===== src/rtl/vscale_regfile_refresh.sv =====
// Share-refresh scheduler for the masked register file: sweeps x1..x31, re-randomising shares
// through the rf write port and read port 2 while yielding to the core until starvation forces a stall.
module vscale_regfile_refresh #(
   parameter int XPR_LEN          = 32,
   parameter int SHARES           = 2,
   parameter int REFRESH_INTERVAL = 1024,
   parameter int STARVE_LIMIT     = 16
) (
   input  logic                          clk,
   input  logic                          reset,
   input  logic                          enable,
   input  logic [4:0]                    core_ra2,
   input  logic                          core_ra2_valid,
   input  logic                          core_wen,
   input  logic [4:0]                    core_wa,
   input  logic [XPR_LEN*SHARES-1:0]     core_wd,
   output logic [4:0]                    rf_ra2,
   input  logic [XPR_LEN*SHARES-1:0]     rf_rd2,
   output logic                          rf_wen,
   output logic [4:0]                    rf_wa,
   output logic [XPR_LEN*SHARES-1:0]     rf_wd,
   input  logic [XPR_LEN*(SHARES-1)-1:0] rnd,
   input  logic                          rnd_valid,
   output logic                          rnd_ready,
   output logic                          core_stall,
   output logic                          busy,
   output logic                          sweep_done
);
   localparam int W  = XPR_LEN*SHARES;
   localparam int IW = (REFRESH_INTERVAL > 0) ? $clog2(REFRESH_INTERVAL+1) : 1;
   localparam int SW = $clog2(STARVE_LIMIT+1);
   localparam logic [IW-1:0] INTERVAL_RELOAD = IW'(REFRESH_INTERVAL);

   typedef enum logic [1:0] {S_IDLE, S_RD, S_WR} state_t;

   state_t          r_state;
   logic [4:0]      r_ptr;
   logic [IW-1:0]   r_interval;
   logic [SW-1:0]   r_wait;
   logic [W-1:0]    r_buf;
   logic            r_stall;
   logic            r_busy;
   logic            r_done;

   logic            w_core_wr;
   logic            w_ptr_hit;
   logic            w_rd_slot;
   logic            w_rd_cap;
   logic            w_wr_fire;
   logic            w_blocked;
   logic [XPR_LEN-1:0] w_rnd_acc;
   logic [W-1:0]    w_ref_wd;

   // A stalled core's requests are ignored, so they can neither block nor hazard the refresh.
   assign w_core_wr = core_wen & ~r_stall;
   assign w_ptr_hit = w_core_wr && (core_wa == r_ptr);
   assign w_rd_slot = (r_state == S_RD) && (!core_ra2_valid || r_stall);
   assign w_rd_cap  = w_rd_slot && !w_ptr_hit && enable;
   assign w_wr_fire = (r_state == S_WR) && rnd_valid && (!core_wen || r_stall);
   assign w_blocked = ((r_state == S_RD) && !r_stall && (core_ra2_valid || w_ptr_hit)) ||
                      ((r_state == S_WR) && !r_stall && core_wen);

   always_comb begin
      w_rnd_acc = '0;
      w_ref_wd  = r_buf;
      for (int i = 0; i < SHARES-1; i++) begin
         w_rnd_acc = w_rnd_acc ^ rnd[i*XPR_LEN +: XPR_LEN];
         w_ref_wd[i*XPR_LEN +: XPR_LEN] = r_buf[i*XPR_LEN +: XPR_LEN] ^ rnd[i*XPR_LEN +: XPR_LEN];
      end
      // Last share absorbs every mask so the XOR across shares is unchanged.
      w_ref_wd[(SHARES-1)*XPR_LEN +: XPR_LEN] = r_buf[(SHARES-1)*XPR_LEN +: XPR_LEN] ^ w_rnd_acc;
   end

   assign rf_ra2     = w_rd_slot ? r_ptr : core_ra2;
   assign rf_wen     = w_wr_fire | w_core_wr;
   assign rf_wa      = w_wr_fire ? r_ptr : core_wa;
   assign rf_wd      = w_wr_fire ? w_ref_wd : core_wd;
   assign rnd_ready  = w_wr_fire;
   assign core_stall = r_stall;
   assign busy       = r_busy;
   assign sweep_done = r_done;

   always_ff @(posedge clk or posedge reset) begin
      if (reset) begin
         r_state    <= S_IDLE;
         r_ptr      <= 5'd1;
         r_interval <= INTERVAL_RELOAD;
         r_wait     <= '0;
         r_buf      <= '0;
         r_stall    <= 1'b0;
         r_busy     <= 1'b0;
         r_done     <= 1'b0;
      end else begin
         r_done <= 1'b0;
         if (w_blocked) begin
            if (r_wait >= SW'(STARVE_LIMIT-1)) r_stall <= 1'b1;
            if (r_wait != SW'(STARVE_LIMIT))   r_wait  <= r_wait + 1'b1;
         end
         case (r_state)
            S_IDLE: begin
               if (enable) begin
                  if (r_interval == '0) begin
                     r_state <= S_RD;
                     r_ptr   <= 5'd1;
                     r_busy  <= 1'b1;
                  end else begin
                     r_interval <= r_interval - 1'b1;
                  end
               end
            end
            S_RD: begin
               if (!enable) begin
                  r_state    <= S_IDLE;
                  r_ptr      <= 5'd1;
                  r_busy     <= 1'b0;
                  r_stall    <= 1'b0;
                  r_wait     <= '0;
                  r_interval <= INTERVAL_RELOAD;
               end else if (w_rd_cap) begin
                  r_buf   <= rf_rd2;
                  r_state <= S_WR;
                  r_stall <= 1'b0;
                  r_wait  <= '0;
               end
            end
            S_WR: begin
               if (w_wr_fire) begin
                  r_stall <= 1'b0;
                  r_wait  <= '0;
                  if (r_ptr == 5'd31 || !enable) begin
                     r_state    <= S_IDLE;
                     r_ptr      <= 5'd1;
                     r_busy     <= 1'b0;
                     r_interval <= INTERVAL_RELOAD;
                     r_done     <= (r_ptr == 5'd31);
                  end else begin
                     r_ptr   <= r_ptr + 5'd1;
                     r_state <= S_RD;
                  end
               end else if (w_ptr_hit) begin
                  // Core overwrote the register under refresh; the buffer is stale.
                  r_state <= S_RD;
               end
            end
            default: r_state <= S_IDLE;
         endcase
      end
   end
endmodule


===== config.mk =====
export PLATFORM = sky130hd
export DESIGN_NAME = vscale_regfile_refresh
export DESIGN_NICKNAME = d
export VERILOG_FILES = /design/src/rtl/vscale_regfile_refresh.sv
export SDC_FILE = /design/constraint.sdc
export NUM_CORES = 1
export LEC_CHECK = 0
export ABC_AREA = 1
export ABC_CLOCK_PERIOD_IN_PS = 2700
export BUFFER_PORTS_ARGS = -buffer_cell sky130_fd_sc_hd__clkbuf_2
export CELL_PAD_IN_SITES_DETAIL_PLACEMENT = 2
export CELL_PAD_IN_SITES_GLOBAL_PLACEMENT = 2
export CORE_MARGIN = 2
export CORE_UTILIZATION = 22
export DETAILED_ROUTE_END_ITERATION = 10
export HOLD_SLACK_MARGIN = 0.06
export PLACE_DENSITY = 0.77
export RECOVER_POWER = 50
export SLEW_MARGIN = 0
export SYNTH_ARGS = -nofsm -noshare
export SYNTH_HDL_FRONTEND = slang
export SYNTH_SLANG_ARGS = --single-unit

===== constraint.sdc =====
create_clock -name clk -period 2.7 [get_ports clk]
set_clock_uncertainty 0.2 [all_clocks]
set_input_delay 0.405 -clock clk [delete_from_list [all_inputs] [get_ports clk]]
set_output_delay 0.405 -clock clk [all_outputs]
set_load 0.05 [all_outputs]

==> metrics.txt, run 1 <==
outcome complete, no violations; post-detailed-route wirelength per cell 15.7 um; CTS tree built; DRC errors left 0; async set or reset register ratio after synthesis 100%; number of H-tree levels 3; Crit Path Class reg2out; least setup slack across all paths after layout 0.0980 ns; Site Rows 57; drt first pass iters 4; core footprint 24300 um2; Inserted Diodes 0; clock network latency to the later pin of the worst-skew pair 0.35 ns; buffer levels on the longest clock path 2; Pins Over Slew Limit 0; Max stage delay on crit path 0.38 ns; count of input and output buffers 254; clock root buffer sky130_fd_sc_hd__clkbuf_16; overall routed net length 20.8 mm; area share of the leading cell type in the synthesized netlist 40.3%; Primary FF master, synth sky130_fd_sc_hd__dfrtp_1; Period minus WS final 2.60 ns; final-report hold violation count 0; post-synthesis area per instance 7.36 um2; area growth from synthesis to final layout 44.4%; crit path buf inv count 4; PD cells 953 nW/um2; number of max-cap violations 0; first-pass GRT wire length 32.8 mm; via count of the first global-routing pass 6340; routability cong. 0.755; worst min path class in2reg; final number of setup-violating endpoints 0; Seq/Total Area, Yosys 41.3%; Synthesis Warnings 0; final worst path period share 96.4%; via count of the routed design 5740; total clock sinks 90; HPWL reported at the end of detailed placement 15.5 mm; pin count of the biggest net entering global routing 91; number of DRC markers after the initial detailed-route iteration 146; tightest slew margin relative to the limit 11.1%; die area 26100 um2; number of antenna violations at the first check in global routing 0; DP Area 7320 um2; setup TNS 0 ns; peak ir drop on the vdd network 258 uV; remaining global-route overflow 0; count of placed standard cells including taps 1298; Place WS 0.0971 ns; TritonCTS Buffers 9; number of synthesized flops with an enable pin 0; largest fanout on the critical path 18; initial standard-cell utilization of the core 22.5%; count of non-filler cells in the finished layout 1322; Synth top cells by count sky130_fd_sc_hd__nand2_1, sky130_fd_sc_hd__o21ai_0, sky130_fd_sc_hd__inv_1; critical path's top delay family buffers and inverters; remaining antenna violation count 0; worst endpoint data arrival time 2.00 ns; die boundary height 162 um; number of nets in the synthesized netlist 928; Die X 162 um; post-synth design cell area 5460 um2; Achievable Freq 384 MHz; number of distinct standard cells referenced by the synthesized netlist 29; via density per instance 4.34; Final Core Density 32.4%; most common cell in the netlist sky130_fd_sc_hd__nand2_1; share of cells above drive strength 1 30.2%; sort of element at the end of the critical path output port; global-route usage over all layers 15.7%; Critical-path top delay cell sky130_fd_sc_hd__dfrtp_1; Slew @ Worst Pin 1.33 ns; critical path startpoint category register; Crit path required time 2.10 ns; number of standard cells after synthesis 742; cell taking the most area after synthesis sky130_fd_sc_hd__dfrtp_1; Cell Chain, Critical Path inv_1, ha_1, nand2_1, inv_4, nand2_8, buf_12, o21ai_0, buf_4; I/O pin count 255; synthesis-stage register bit count 90; leading post-synthesis cells by cell area sky130_fd_sc_hd__dfrtp_1, sky130_fd_sc_hd__o21ai_0, sky130_fd_sc_hd__nand2_1, sky130_fd_sc_hd__xnor2_1, sky130_fd_sc_hd__inv_1; net total in the final layout 1179; clock transition at the register clock pins on the worst setup and hold paths after CTS 0.07 ns; post-route design area 7890 um2; static leakage power 4.23 nW
==> where the power goes <==
group          internal (mW)  switching (mW)  leakage (nW)  total (mW)
Sequential              1.94           0.459          1.14        2.40
Clock                  0.733           0.598         0.142        1.33
Combinational           1.38            2.40          2.95        3.78
==> cell type report <==
class                   instances  area (um2)
clock inverters                 6        73.8
repair buffers                271        1810
flip-flops and latches         90        2250
fillers                      2929       16400
well taps                     324         405
inverters                     108         414
multi-input cells             513        2700
clock buffers                  10         229
==> cells by family (layout without fill, tap and decap cells) <==
group / count (synthesis) / count (layout) / synth area share (%)
xor gates and xnor gates: 67 / 67 / 10.7
and+or+nand+nor: 265 / 266 / 19.8
adders and majority gates: 10 / 10 / 2.29
buffers and inverters: 140 / 395 / 10.2
AOI/OAI and AO/OA: 170 / 170 / 15.7
DFF: 90 / 90 / 41.3
==> tightest hold or removal path: cells and delay by family <==
kind,cells,cell delay [ns]
AO/OA/AOI/OAI,1,0.07
buffers and inverters,2,0.12
==> state kept, by name (all words and copies together), names as in the netlist <==
name,count
r_interval,11
r_wait,5
busy,1
r_ptr,5
r_buf,64
core_stall,1
sweep_done,1
r_state,2
==> path summary, 6_finish.rpt <==
path	startpoint	to	slack [ns]	cells past startpoint
setup / recovery	r_state[0]$_DFFE_PP0P_	rf_wd[55]	0.1	8
hold / removal	rf_rd2[7]	r_buf[7]$_DFFE_PP0P_	0.08	3
setup reg to reg	r_ptr[0]$_DFFE_PP1P_	r_interval[1]$_DFFE_PP0P_	0.26	12
hold reg to reg	r_interval[10]$_DFFE_PP1P_	r_interval[10]$_DFFE_PP1P_	0.29	2
max in group asynchronous	reset	r_buf[13]$_DFFE_PP0P_	0.56	4
min in group asynchronous	reset	r_buf[57]$_DFFE_PP0P_	0.91	4
==> per-stage QoR <==
| stage | hold slack [ns] | power, mW |
|---|---|---|
| after floorplan | 0.257 | 5.01 |
| after global placement | 0.268 | 5.98 |
| after detailed placement | 0.281 | 6.14 |
| after CTS | 0.0735 | 7.65 |
| after global routing | 0.0867 | 8.19 |
| final | 0.0835 | 7.52 |
==> routing by layer <==
metal  global-route usage, %  vias to the layer above  routed length, um
met3                    2.59                       28                947
met5                       0                        -                  0
met1                    18.2                     2730               8510
met2                    29.3                      150              10800
li1                        -                     2832                  -
met4                    5.52                        0                484
==> placed cells by master, fill, tap and decap left out, types with 12 or more instances in the layout <==
cell type,n
sky130_fd_sc_hd__nor2_1,37
sky130_fd_sc_hd__xnor2_1,65
sky130_fd_sc_hd__nand2_1,194
sky130_fd_sc_hd__clkbuf_2,195
sky130_fd_sc_hd__o21ai_0,82
sky130_fd_sc_hd__dfrtp_1,88
sky130_fd_sc_hd__a21oi_1,12
sky130_fd_sc_hd__o21ai_1,64
sky130_fd_sc_hd__inv_1,103
sky130_fd_sc_hd__buf_12,15
sky130_fd_sc_hd__nand3_1,16
sky130_fd_sc_hd__clkbuf_4,30
sky130_fd_sc_hd__buf_4,16
==> timing repair <==
action / 4_1_cts / 5_1_grt
hold buffers: 1 / 0
setup endpoints to repair: 60 / 53
resized for setup: 46 / 33
buffers inserted: 2 / 1
endpoints found under the hold margin: 88 / 0
gates cloned: 3 / 1
pin swaps: 0 / 0
Note: power is estimated with default switching activity, not from simulation.
==> inputs of run 2 (changes only) <==
--- a/config.mk
+++ b/config.mk
@@ -10,13 +10,16 @@
 export BUFFER_PORTS_ARGS = -buffer_cell sky130_fd_sc_hd__clkbuf_2
 export CELL_PAD_IN_SITES_DETAIL_PLACEMENT = 2
 export CELL_PAD_IN_SITES_GLOBAL_PLACEMENT = 2
+export CORE_ASPECT_RATIO = 1.1
 export CORE_MARGIN = 2
 export CORE_UTILIZATION = 22
 export DETAILED_ROUTE_END_ITERATION = 10
 export HOLD_SLACK_MARGIN = 0.06
+export MAX_ROUTING_LAYER = met4
 export PLACE_DENSITY = 0.77
 export RECOVER_POWER = 50
 export SLEW_MARGIN = 0
 export SYNTH_ARGS = -nofsm -noshare
 export SYNTH_HDL_FRONTEND = slang
 export SYNTH_SLANG_ARGS = --single-unit
+export TNS_END_PERCENT = 30
==> run 2 against run 1 <==
Die area about the same. First-iteration DRC count fell by 10%. Highest routed layer unchanged. Sequential cell count unchanged. Clock power decreased by 4%. Via count barely moved. Critical path depth stayed put. Largest power group unchanged.
==> metrics.txt, run 2 (same netlist as run 1, synthesis figures left out) <==
outcome complete, no violations; via count of the routed design 5744 (+0.070%); met2 layer wire length in the routed design 11.2 mm (+3.0%); number of H-tree levels 3 (unchanged); drt first pass iters 4 (unchanged); clock network latency to the later pin of the worst-skew pair 0.34 ns (about the same); crit path buf inv count 3 (-1); Crit path required time 2.10 ns (about the same); Cell Chain, Critical Path ha_1, nand2_1, inv_2, nand2_8, buf_16, nand2_1, o21ai_1, buf_12; Slew @ Worst Pin 1.28 ns (-0.0505 ns); tightest slew margin relative to the limit 14.0% (+2.9 points); clock transition at the register clock pins on the worst setup and hold paths after CTS 0.08 ns (about the same); via count of the first global-routing pass 6414 (+1.2%); Pins Over Slew Limit 0 (unchanged); DRC errors left 0 (unchanged); net total in the final layout 1175 (-0.34%); switching fraction of total power 46.1% (+0.12 points); DR WL met3 1.32 mm (+39%); Critical-path top delay cell sky130_fd_sc_hd__dfrtp_1; met1 layer wirelength in the final routing 8.34 mm (-2.1%); power share of the combinational group 51.2% (+0.9 points); topmost layer with routed signal wires met4; HPWL reported at the end of detailed placement 16.7 mm (+7.8%); area growth from synthesis to final layout 47.0%; share of cells above drive strength 1 30.0% (-0.18 points); pin count of the biggest net entering global routing 77 (-15%); power spent charging and discharging nets 3.49 mW (+0.89%); Power Total 7.56 mW (+0.64%); Crit Path Class reg2out; DP Area 7590 um2 (+3.7%); post-detailed-route wirelength per cell 16.1 um (+2.6%); PD cells 942 nW/um2 (-1.1%); clock root buffer sky130_fd_sc_hd__clkbuf_16; routability cong. 0.803 (+6.4%); count of input and output buffers 254 (unchanged); number of DRC markers after the initial detailed-route iteration 131 (-10%); core footprint 24400 um2 (+0.32%); sort of element at the end of the critical path output port; global-route usage over all layers 16.8% (+1.1 points); worst endpoint data arrival time 1.94 ns (-0.06 ns); cell internal pwr 4.07 mW (+0.42%); critical path startpoint category register; Max stage delay on crit path 0.41 ns (+0.03 ns); die area 26100 um2 (about the same); most frequent cells in the layout sky130_fd_sc_hd__nand2_1, sky130_fd_sc_hd__clkbuf_2, sky130_fd_sc_hd__o21ai_0, sky130_fd_sc_hd__inv_1, sky130_fd_sc_hd__dfrtp_1; largest fanout on the critical path 53 (+35); power share of the sequential group 31.9% (about the same); flip-flop count of the largest register after layout 64 (unchanged); peak ir drop on the vdd network 324 uV (+26%); die boundary height 169 um (+4.8%); TritonCTS Buffers 9 (unchanged); total clock sinks 90 (unchanged); Final Core Density 32.9% (+0.47 points); remaining global-route overflow 0 (unchanged); initial standard-cell utilization of the core 22.4% (-0.073 points); Largest Register r_buf; via density per instance 4.40 (+1.3%); I/O pin count 255 (unchanged); final worst path period share 94.4% (-2.0 points); top flop regs r_buf: 64 flops, r_interval: 11 flops; number of max-cap violations 0 (unchanged); count of placed standard cells including taps 1284 (-1.1%); CTS tree built; post-route design area 8030 um2 (+1.8%); Die X 154 um (-4.5%); worst min path class in2reg; critical path's top delay family buffers and inverters; Site Rows 60 (+5.3%); final number of setup-violating endpoints 0 (unchanged); part of the total power dissipated in the clock network 16.9% (-0.8 points); final-report hold violation count 0 (unchanged); static leakage power 4.29 nW (+1.5%); Achievable Freq 392 MHz (+2.1%); count of non-filler cells in the finished layout 1306 (-1.2%); number of antenna violations at the first check in global routing 1 (+1); remaining antenna violation count 0 (unchanged); overall routed net length 21.1 mm (+1.3%); buffer levels on the longest clock path 2 (unchanged); Period minus WS final 2.55 ns (-0.0536 ns); first-pass GRT wire length 33.5 mm (+2.2%); library cell appearing most often on the critical path sky130_fd_sc_hd__nand2_1; most common cell after layout, fill and taps aside sky130_fd_sc_hd__nand2_1
==> run 2: cell count changes in the layout (fill, tap and decap cells not counted), sizes merged, moves of 2 or more <==
| cell | previous run | this run |
|---|---|---|
| buf | 37 | 57 |
| clkbuf | 243 | 220 |
| diode | 0 | 2 |
| inv | 110 | 112 |
==> run 2: timing repair <==
item,in CTS,in global routing
hold endpoints to repair,21,0
endpoints found under the setup margin,51,69
cloned,1,1
resized for setup,40,35
hold buffers,1,0
setup buffers,0,1
pin swaps,0,0
==> run 2: area by class of cell <==
class                   count  area, um2
flip-flops and latches     90       2250
inverters                 108        409
repair buffers            268       2000
multi-input cells         512       2680
clock buffers              10        239
well taps                 310        388
clock inverters             6       53.8
fillers                  2852      16400
diodes                      2       5.00
==> run 2: layer usage <==
metal	GRT usage, %	vias up
met5	-	-
met4	3.66	0
met3	4.72	12
met2	30.5	154
met1	18.3	2759
li1	-	2819
==> run 2: tightest hold or removal path: cells and delay by family <==
family                 cells  cell delay (ns)
AOI/OAI and AO/OA          1             0.07
buffers and inverters      2             0.12
==> run 2: stage by stage <==
stage          worst slack [ns]  hold WS [ns]  TNS [ns]
6_report                  0.152        0.0826         0
5_1_grt                -0.00363        0.0753   -0.0162
4_1_cts                 -0.0528        0.0674    -0.349
3_5_place_dp              0.205         0.294         0
3_3_place_gp              0.324         0.283         0
2_1_floorplan            -0.376         0.257    -10.83
==> run 2: worst paths after layout <==
kind	startpoint	endpoint	slack, ns	cells past startpoint
worst max register to register	r_state[1]$_DFFE_PP0P_	r_buf[43]$_DFFE_PP0P_	0.30	8
min in group asynchronous	reset	r_ptr[2]$_DFFE_PP0P_	0.69	3
worst max-delay path	r_state[1]$_DFFE_PP0P_	rf_wa[0]	0.15	8
worst min-delay path	rf_rd2[24]	r_buf[24]$_DFFE_PP0P_	0.08	3
worst min register to register	busy$_DFFE_PP0P_	busy$_DFFE_PP0P_	0.30	2
max in group asynchronous	reset	r_buf[3]$_DFFE_PP0P_	0.57	4
==> run 2: power groups by stage <==
stage          registers [mW]  clock network [mW]  logic (mW)
2_1_floorplan            2.35                   0        2.62
3_3_place_gp             2.42                   0        3.70
3_5_place_dp             2.45                   0        3.84
4_1_cts                  2.43                1.34        3.93
5_1_grt                  2.50                1.38        4.34
6_report                 2.41                1.28        3.87
